==> config.mk <==
export PLATFORM = sky130hd
export DESIGN_NAME = fifo_uart_tx
export DESIGN_NICKNAME = d
export VERILOG_FILES = /design/src/rtl/uart_pkg.sv /design/src/rtl/uart_baud_cnt.sv /design/src/rtl/fifo_uart_tx.sv
export SDC_FILE = /design/constraint.sdc
export NUM_CORES = 1
export LEC_CHECK = 0
export CAP_MARGIN = 20
export CORE_MARGIN = 10
export CORE_UTILIZATION = 52
export CTS_CLUSTER_DIAMETER = 100
export DETAILED_ROUTE_END_ITERATION = 6
export PLACE_DENSITY = 0.87
export SYNTH_ARGS = -nofsm -noshare
export SYNTH_HDL_FRONTEND = slang
export SYNTH_SLANG_ARGS = --single-unit
export TNS_END_PERCENT = 1
==> constraint.sdc <==
create_clock -name clk -period 2.29 [get_ports clk]
set_input_delay 0.458 -clock clk [delete_from_list [all_inputs] [get_ports clk]]
set_output_delay 0.458 -clock clk [all_outputs]
set_load 0.05 [all_outputs]
==> src/rtl/uart_pkg.sv <==
// Shared types and defaults for the FIFO-fed UART transmitter.
package uart_pkg;

    typedef enum logic [2:0] {
        IDLE   = 3'd0,
        START  = 3'd1,
        DATA   = 3'd2,
        PARITY = 3'd3,
        STOP   = 3'd4
    } state_e;

    localparam int unsigned DEFAULT_BAUD_DIV = 16;

endpackage

==> src/rtl/uart_baud_cnt.sv <==
// Baud-rate divider: counts 0..BAUD_DIV-1 and flags the last cycle of each bit period.
module uart_baud_cnt
    import uart_pkg::*;
#(
    parameter int unsigned BAUD_DIV = DEFAULT_BAUD_DIV
) (
    input  logic clk,
    input  logic rst_n,
    input  logic clr,
    output logic tick
);

    localparam int unsigned CW = (BAUD_DIV > 1) ? $clog2(BAUD_DIV) : 1;

    logic [CW-1:0] cnt_q;
    logic [CW-1:0] cnt_d;

    // Next count: wrap on the last cycle of a bit, restart on clear.
    always_comb begin
        tick  = (cnt_q == CW'(BAUD_DIV - 1));
        cnt_d = cnt_q + CW'(1);
        if (clr || tick) begin
            cnt_d = '0;
        end
    end

    // Counter register.
    always_ff @(posedge clk or negedge rst_n) begin
        if (!rst_n) begin
            cnt_q <= '0;
        end else begin
            cnt_q <= cnt_d;
        end
    end

endmodule

==> src/rtl/fifo_uart_tx.sv <==
// UART transmitter that pops one word per frame from a show-ahead sync FIFO.
module fifo_uart_tx
    import uart_pkg::*;
#(
    parameter int unsigned DATA_WIDTH = 8,
    parameter int unsigned BAUD_DIV   = DEFAULT_BAUD_DIV,
    parameter int unsigned PARITY_EN  = 0,
    parameter int unsigned PARITY_ODD = 0,
    parameter int unsigned STOP_BITS  = 1
) (
    input  logic                  clk,
    input  logic                  rst_n,
    input  logic                  enable,
    input  logic                  fifo_empty,
    input  logic [DATA_WIDTH-1:0] fifo_rd_data,
    output logic                  fifo_rd_en,
    output logic                  tx,
    output logic                  busy,
    output logic                  tx_done
);

    localparam int unsigned BW = $clog2(DATA_WIDTH + 1);

    state_e                state_q, state_d;
    logic [DATA_WIDTH-1:0] shift_q, shift_d;
    logic [BW-1:0]         bit_cnt_q, bit_cnt_d;
    logic                  stop_cnt_q, stop_cnt_d;
    logic                  parity_q, parity_d;
    logic                  tx_q, tx_d;
    logic                  busy_q, busy_d;
    logic                  done_q, done_d;
    logic                  tick;
    logic                  baud_clr;
    logic                  last_stop;
    logic                  pop;

    uart_baud_cnt #(
        .BAUD_DIV (BAUD_DIV)
    ) u_baud (
        .clk   (clk),
        .rst_n (rst_n),
        .clr   (baud_clr),
        .tick  (tick)
    );

    // Frame sequencing, pop decision and next values of the registered line outputs.
    always_comb begin
        state_d    = state_q;
        shift_d    = shift_q;
        bit_cnt_d  = bit_cnt_q;
        stop_cnt_d = stop_cnt_q;
        parity_d   = parity_q;

        last_stop = (state_q == STOP) && tick && ((STOP_BITS == 1) || stop_cnt_q);
        pop       = enable && !fifo_empty && ((state_q == IDLE) || last_stop);

        case (state_q)
            IDLE: begin
                state_d = IDLE;
            end
            START: begin
                if (tick) begin
                    state_d = DATA;
                end
            end
            DATA: begin
                if (tick) begin
                    shift_d = shift_q >> 1;
                    if (bit_cnt_q == BW'(DATA_WIDTH - 1)) begin
                        bit_cnt_d = '0;
                        state_d   = (PARITY_EN != 0) ? PARITY : STOP;
                    end else begin
                        bit_cnt_d = bit_cnt_q + BW'(1);
                    end
                end
            end
            PARITY: begin
                if (tick) begin
                    state_d = STOP;
                end
            end
            STOP: begin
                if (tick) begin
                    if (last_stop) begin
                        stop_cnt_d = 1'b0;
                        state_d    = IDLE;
                    end else begin
                        stop_cnt_d = 1'b1;
                    end
                end
            end
            default: begin
                state_d = IDLE;
            end
        endcase

        // A pop overrides the normal exit from IDLE or the final stop cycle.
        if (pop) begin
            state_d  = START;
            shift_d  = fifo_rd_data;
            parity_d = (^fifo_rd_data) ^ (PARITY_ODD != 0);
        end

        baud_clr = (state_d != state_q) || (state_q == IDLE);

        case (state_d)
            START:   tx_d = 1'b0;
            DATA:    tx_d = shift_d[0];
            PARITY:  tx_d = parity_d;
            default: tx_d = 1'b1;
        endcase

        busy_d = (state_d != IDLE);
        done_d = last_stop;
    end

    // State and datapath registers.
    always_ff @(posedge clk or negedge rst_n) begin
        if (!rst_n) begin
            state_q    <= IDLE;
            shift_q    <= '0;
            bit_cnt_q  <= '0;
            stop_cnt_q <= 1'b0;
            parity_q   <= 1'b0;
            tx_q       <= 1'b1;
            busy_q     <= 1'b0;
            done_q     <= 1'b0;
        end else begin
            state_q    <= state_d;
            shift_q    <= shift_d;
            bit_cnt_q  <= bit_cnt_d;
            stop_cnt_q <= stop_cnt_d;
            parity_q   <= parity_d;
            tx_q       <= tx_d;
            busy_q     <= busy_d;
            done_q     <= done_d;
        end
    end

    assign fifo_rd_en = pop;
    assign tx         = tx_q;
    assign busy       = busy_q;
    assign tx_done    = done_q;

endmodule

* After elaboration in Yosys (flattened, before gate mapping)
Index checks and enable logic that the tools add are counted. W data, S select, Z words.
Storage, ports and cells: bits of input ports 12, output and inout port bits 4, logic and storage cells 50, flip-flop bits (word level) 23
Operators by class: equal/unequal tests 10, muxes and demuxes 15, add/sub/neg operators 2, reduce and logical (&&, ||, !) cells 14
Operator list (number):
- $mux W8 | 3
- $mux W3 | 7
- $eq A3 B2 Y1 const B | 4
- $pmux W3 S4 | 1
- $add A4 B1 Y4 const B | 2
- $mux W4 | 2
- $reduce_xor A8 Y1 | 1
- $eq A3 B1 Y1 const B | 2
- $eq A4 B3 Y1 const B | 1
- $eq A4 B4 Y1 const B | 1
- $reduce_and A2 Y1 | 2
- $reduce_bool A2 Y1 | 2
- $eq A3 B3 Y1 const B | 1
- $logic_and A1 B1 Y1 | 3
- $logic_not A3 Y1 | 1
- $logic_or A1 B1 Y1 | 3
- $ne A3 B3 Y1 | 1
- $pmux W1 S3 | 1
- $reduce_bool A3 Y1 | 1
- $logic_not A1 Y1 | 1
- $mux W1 | 1

* Longest topological paths before layout
Gate-level depths: netlist of run 1.
word-level depth 10, depth in mapped cells 7, mapped depth without buffers 6

* By module
Synthesis of run 1 repeated with hierarchy kept, for this count alone.
Second synthesis, totals: cell total of the unflattened synthesis 99, area total of the unflattened synthesis 1158.6 um^2
Modules (own cells, without submodules):
- fifo_uart_tx | area each 987.2 um^2, cells each 86, times used 1, seq. area each 476.7 um^2
- uart_baud_cnt | area each 171.4 um^2, cells each 13, times used 1, seq. area each 100.1 um^2

* Worst setup path after synthesis of run 1
OpenSTA, ideal clock, no wires.
kind register to output, start point register u_baud.cnt_q[0], end point output port fifo_rd_en, data required time 1.832 ns, arrival time 1.792 ns, path slack 0.040 ns, stages on the path, launching flop included 5, buffers on the path 1, cells stage by stage dfrtp_1 -> ha_1 -> nand3_2 -> a2111oi_4 -> clkbuf_1
On the way: word-level cells in the longest chain between the ends 4
Ends and longest elaborated chain:
- start, declared | RTL line uart_baud_cnt.sv:15 | logic [CW-1:0] cnt_q;
- start signal, assigned | RTL line uart_baud_cnt.sv:32 | cnt_q <= cnt_d;
- $eq A4 B4 Y1 | RTL line uart_baud_cnt.sv:20 | tick = (cnt_q == CW'(BAUD_DIV - 1));
- $logic_and A1 B1 Y1 | RTL line fifo_uart_tx.sv:54 | last_stop = (state_q == STOP) && tick && ((STOP_BITS == 1) || stop_cnt_q);
- $logic_or A1 B1 Y1 | RTL line fifo_uart_tx.sv:55 | pop = enable && !fifo_empty && ((state_q == IDLE) || last_stop);
- $logic_and A1 B1 Y1 | RTL line fifo_uart_tx.sv:55
- end, declared | RTL line fifo_uart_tx.sv:16 | output logic fifo_rd_en,
Every way passes these cells.

* Final worst setup path of run 1
start point input port fifo_empty, end point output port fifo_rd_en
On the way: word-level cells in the longest chain between the ends 3
Ends and longest elaborated chain:
- start, declared | RTL line fifo_uart_tx.sv:14 | input logic fifo_empty,
- $logic_not A1 Y1 | RTL line fifo_uart_tx.sv:55
- $logic_and A1 B1 Y1 (2 in series) | RTL line fifo_uart_tx.sv:55
Every way passes these cells.

==> metrics.cfg, run 1 <==
[route]
routed_via_density = 5.34
drc = 0
drt-initial-drc-count = 23
via_count = 812
ant_nets = 0
drt-total-wl_um = 1920
dr.pass1.iters = 4
wire_per_inst_um = 12.7

[critical_path]
critPathLaunchType = input port
critPathTopFamily = buffers and inverters
crit_type = in2out
slowest_stage = clkdlybuf4s50_1
max_stage_delay_ns = 0.40
crit_path_cell_trace = clkdlybuf4s50_1 > nand2b_1 > a2111oi_4 > buf_4 > buf_12
worstPathArrival_ns = 1.73
cp-end-kind = output pin
path_buf_inv = 3
critical_path_peak_fanout = 2
ff2ff_setup_slack_ns = 0.35
crit_required_ns = 1.83

[final_layout]
layout_commonest_cell = dfrtp_1
n_antenna_cell = 0
finalNetCount = 140
fin_util = 0.684
layout_common_cells = dfrtp_1, nand2_1, clkdlybuf4s50_1
syn2layout_area_growth_pct = 23.9
layout-drive-gt1-share = 0.144

[die]
placementRows = 16
die_w_um = 65.6
start_util = 0.552
core_mm2 = 0.00196
die_h_um = 65.6
io_pins = 16
dieArea_mm2 = 0.00431

[sta]
grt_setup_unrepaired = false
finalHoldViolCount = 0
fin_ws_ns = 0.0979
max_freq_mhz = 456
setup-violations-final = 0
worst_hold_slack_ns = 0.490
setup-tns-final_ns = 0
skew_ns = 0.00769
fin_crit_ns = 2.19
tightest_slew_ns = 0.554
drv_slew = 0
fin_crit_sh = 0.957
relSlewSlack = 0.629

[power_and_ir_drop]
leakage_uw = 0.000592
internal_power_uw = 853
ir_worst_vdd_v = 0.000717
seq_power_share = 0.507
powerDensity_mw_per_mm2 = 997
p_clk_frac = 0.139
sw_frac_of_total = 0.363
combPwrFrac = 0.354
p_sw_uw = 486

[synthesis]
ys_warn_count = 0
synthDistinctLibCells = 31
ys_ff_latch = 23
syn_inst = 103
ys_seq_area_frac = 0.532
syn_nets = 117
syn_area_mm2 = 0.00108
synth.avg_cell_area_um2 = 10.5

[placement]
place.port_buffers = 15
place.gp.congestion = 0.847
hpwl_um = 1500
dp_slack_ns = 0.112

[cts]
numCtsBuffers = 3
clk_latency_ns = 0.31
cts_tree = done
clock_path_buffers = 2
cts.clk_slew.worst_paths_ns = 0.13
root_buffer = clkbuf_4
clock_sinks = 23
htree_levels = 1
holdBufCountCts = 0

[global_routing]
grt_pass1_wl_um = 3190
grt_pass1_vias = 756
grt.overflow.total = 0
grt_use_total = 0.0907
grt_max_degree = 15
antenna_found_initial = 0

[flow_run]
maxCapViolations = 0

[hold_path]
holdCritPathClass = in2async

[status]
status = finished, final reports clean

registers in the layout (all words and copies together), names as in the netlist:
signal,cells
state_q,3
tx,1
bit_cnt_q,4
tx_done,1
shift_q,8
busy,1
parity_q,1
u_baud.cnt_q,4
layer usage:
metal,routed length [µm],global-route usage
met1,919,0.112
met5,0,0
met3,81,0.0271
met2,917,0.146
met4,5,0.0321
per-stage QoR:
step                      cells  power, µW  area, µm²
after floorplan             103        998       1080
after global placement      146       1120       1290
after detailed placement    146       1150       1290
after CTS                   150       1340       1330
after global routing        152       1450       1340
final                       152       1340       1340
cells by family (layout without fill, tap and decap cells):
kind of cell / count (synthesis) / in the layout / share of synthesized area
AOI/OAI and AO/OA: 17 / 17 / 0.121
xor gates and xnor gates: 11 / 11 / 0.0889
adders and majority gates: 2 / 2 / 0.0231
buffers and inverters: 4 / 26 / 0.0150
DFF: 23 / 23 / 0.532
muxes: 3 / 3 / 0.0300
and+or+nand+nor: 43 / 43 / 0.189
power groups by stage:
stage / Combinational [µW] / Clock, µW / Sequential [µW]
after CTS: 464 / 198 / 679
after floorplan: 280 / 0 / 718
after detailed placement: 459 / 0 / 689
after global routing: 540 / 211 / 699
after global placement: 439 / 0 / 680
final: 474 / 186 / 678
cell type report:
cell class              instances  area, µm²
well taps                      27       33.8
fillers                       157        619
clock inverters                 1       7.51
flip-flops and latches         23        577
inverters                       1       3.75
clock buffers                   3       22.5
repair buffers                 21        205
multi-input cells              76        493
timing repair:
action                                  CTS  global route
resized for setup                         0             1
endpoints found under the setup margin    0             1
setup buffers                             0             2
hold endpoints to repair                  0             0
worst register-to-register path, stage by stage, from the launching register on:
cell and delay [ns]:
dfrtp_1 0.38, ha_2 0.21, nand3_2 0.16, a2111oi_4 0.35, buf_4 0.16, nor2_1 0.04
or4b_1 0.48, o21ai_1 0.11
worst paths after layout:
| kind | start | end | cells past startpoint |
|---|---|---|---|
| hold reg to reg | shift_q[5]$_DFFE_PN0P_ | shift_q[5]$_DFFE_PN0P_ | 2 |
| hold / removal | rst_n | tx_done$_DFF_PN0_ | 1 |
| setup reg to reg | u_baud.cnt_q[0]$_DFF_PN0_ | tx$_DFF_PN1_ | 7 |
| setup / recovery | fifo_empty | fifo_rd_en | 5 |
| min in group clk | shift_q[5]$_DFFE_PN0P_ | shift_q[5]$_DFFE_PN0P_ | 2 |
| max in group asynchronous | rst_n | shift_q[1]$_DFFE_PN0P_ | 2 |
Yosys cell counts:
cell type  instances  area [µm²]
and3_1             2        12.5
nand3_1            1        5.00
nand2_1           19        71.3
o22ai_1            1        6.26
mux2i_1            1        10.0
dfrtp_1           22         551
o21ai_0            3        15.0
a2111oi_4          1        27.5
buf_2              1        5.00
dfstp_2            1        26.3
mux2_2             2        22.5
or4b_1             1        10.0
inv_1              1        3.75
a311o_1            1        10.0
o21ai_1            1        5.00
a22oi_1            6        45.0
a21o_1             1        7.51
nor2_1             9        33.8
xnor2_1           10        87.6
nand3_2            1        10.0
and3b_1            1        8.76
xor2_1             1        8.76
a21oi_1            3        15.0
ha_1               2        25.0
or3_1              1        6.26
nand2b_1           3        18.8
nor3_1             2        10.0
nand4_1            1        6.26
clkbuf_1           2        7.51
nor2b_1            1        6.26
or2_2              1        6.26
No activity file was read; power rests on OpenSTA's default activity.
==> run 2: changes to the inputs <==
==> constraint.sdc (replaced) <==
create_clock -name clk -period 2.29 [get_ports clk]
set_input_delay 0.229 -clock clk [delete_from_list [all_inputs] [get_ports clk]]
set_output_delay 0.229 -clock clk [all_outputs]
set_load 0.05 [all_outputs]
==> run 2 against run 1 <==
  * Core utilization decreased by 1.3 points
  * Hold slack got worse by 0.26 ns
  * First-iteration DRC count shrank 35%
  * Power down 0.72%
  * Global-route usage rose by 1.1 points
  * Critical path type is now reg2out
  * Highest routed layer unchanged
==> metrics.cfg, run 2 (synthesis results as in run 1) <==
[status]
status = finished, final reports clean

[critical_path]
rr_startpoint = u_baud.cnt_q[1]$_DFF_PN0_
max_stage_delay_ns = 0.40
cp-startpoint = u_baud.cnt_q[1]$_DFF_PN0_
critPathLaunchType = flip-flop
crit_required_ns = 2.06
crit_type = reg2out
ff2ff_setup_slack_ns = 0.39
worst-r2r-cell-count = 6
cp-end-kind = output pin
r2r-end = tx$_DFF_PN1_
slowest_stage = a2111oi_4
crit_path_cell_trace = ha_1 > nand3_2 > a2111oi_4 > buf_4 > buf_12
worstPathArrival_ns = 1.90
critical_path_peak_fanout = 13

[power_and_ir_drop]
leakage_uw = 0.000578
seq_power_share = 0.514
combPwrFrac = 0.344
internal_power_uw = 836
sw_frac_of_total = 0.371
p_sw_uw = 494
ir_worst_vdd_v = 0.000516
powerDensity_mw_per_mm2 = 1010
p_clk_frac = 0.142

[die]
die_w_um = 65.6
placementRows = 16
core_mm2 = 0.00196
die_h_um = 65.6
start_util = 0.552
dieArea_mm2 = 0.00431
io_pins = 16

[cts]
clk_latency_ns = 0.31
holdBufCountCts = 0
root_buffer = clkbuf_4
postCtsSetupRepairBufs = 0
clock_sinks = 23
numCtsBuffers = 3
cts_tree = done
clock_path_buffers = 2
cts.clk_slew.worst_paths_ns = 0.13
cts_resized = 0
htree_levels = 1

[sta]
max_freq_mhz = 470
tightest_slew_ns = 0.506
setup-tns-final_ns = 0
drv_slew = 0
relSlewSlack = 0.662
fin_crit_ns = 2.13
skew_ns = 0.0107
finalHoldViolCount = 0
setup-violations-final = 0
fin_ws_ns = 0.163
fin_crit_sh = 0.929
grt_setup_unrepaired = false

[route]
via_count = 778
wire_per_inst_um = 13.7
drt-initial-drc-count = 15
drt-total-wl_um = 2040
ant_nets = 0
dr.pass1.iters = 6
routed_via_density = 5.22
drc = 0

[global_routing]
grt.overflow.total = 0
grt_pass1_wl_um = 3510
antenna_found_initial = 0
grt_pass1_vias = 814
grt_use_total = 0.101
grt_max_degree = 15

[final_layout]
syn2layout_area_growth_pct = 21.6
top_regs = shift_q: 8 flops, bit_cnt_q: 4 flops, u_baud.cnt_q: 4 flops
n_antenna_cell = 0
fillers = 166
layout_common_cells = dfrtp_1, nand2_1, clkdlybuf4s50_1
layout-drive-gt1-share = 0.115
largest_reg_flops = 8
top_register = shift_q
finalNetCount = 137
layout_commonest_cell = dfrtp_1

[placement]
place.port_buffers = 15
hpwl_um = 1620
place.gp.congestion = 0.796
dp_slack_ns = 0.373

[hold_path]
holdCritPathClass = in2async

[flow_run]
maxCapViolations = 0

==> run 2: cell count changes in the layout (fill, tap and decap cells not counted) <==
cell / delta
ha_2: -1
buf_4: -3
ha_1: +1
==> run 2: how the worst max path moves through the flow <==
stage          depth (start not counted)                   end
2_1_floorplan                          5  shift_q[0]$_DFF_PN0_
3_3_place_gp                           6          tx$_DFF_PN1_
3_5_place_dp                           6          tx$_DFF_PN1_
4_1_cts                                5            fifo_rd_en
5_1_grt                                5            fifo_rd_en
6_report                               5            fifo_rd_en
==> run 2: cell type report <==
cell class / instances / area [µm²] / share of cell area
Tap cell: 27 / 33.8 / 0.0256
Timing Repair Buffer: 18 / 183 / 0.139
Inverter: 1 / 3.75 / 0.00285
Clock inverter: 1 / 7.51 / 0.00570
Sequential cell: 23 / 577 / 0.438
Multi-Input combinational cell: 76 / 490 / 0.372
Clock buffer: 3 / 22.5 / 0.0171
==> run 2: through the flow <==
| stage | hold WS [ns] | instances | area (µm²) | power, µW | util |
|---|---|---|---|---|---|
| finish | 0.234 | 149 | 1320 | 1330 | 0.672 |
| detailed placement | 0.459 | 145 | 1290 | 1160 | 0.656 |
| floorplan | -0.0666 | 103 | 1080 | 998 | - |
| global placement | 0.444 | 145 | 1290 | 1120 | 0.656 |
| CTS | 0.247 | 149 | 1320 | 1340 | 0.672 |
| global route | 0.252 | 149 | 1320 | 1430 | 0.672 |
==> run 2: power groups by stage <==
stage                     Sequential [µW]  Clock [µW]  Combinational, µW
after CTS                             685         193                466
final                                 683         189                457
after detailed placement              694           0                462
after floorplan                       718           0                280
after global placement                680           0                439
after global routing                  703         207                522
==> run 2: worst max-delay path, delay by kind of cell (launching register included) <==
kind                       cells  cell delay [ns]
AOI/OAI and AO/OA              1             0.40
adders and majority gates      1             0.22
buffers and inverters          2             0.41
DFF                            1             0.39
and+or+nand+nor                1             0.17
==> run 2: layer usage <==
metal / vias to the layer above / GRT usage / part of all wire
li1: 390 / - / -
met1: 370 / 0.118 / 0.44
met2: 16 / 0.169 / 0.51
met3: 2 / 0.0305 / 0.042
met4: 0 / 0.0401 / 0.0049
met5: - / 0 / 0
==> run 3: changes to the inputs <==
CTS_CLUSTER_SIZE = 28   (was unset)
==> results of run 3 <==
The final DEF is identical to that of run 2; final timing and power are the same.
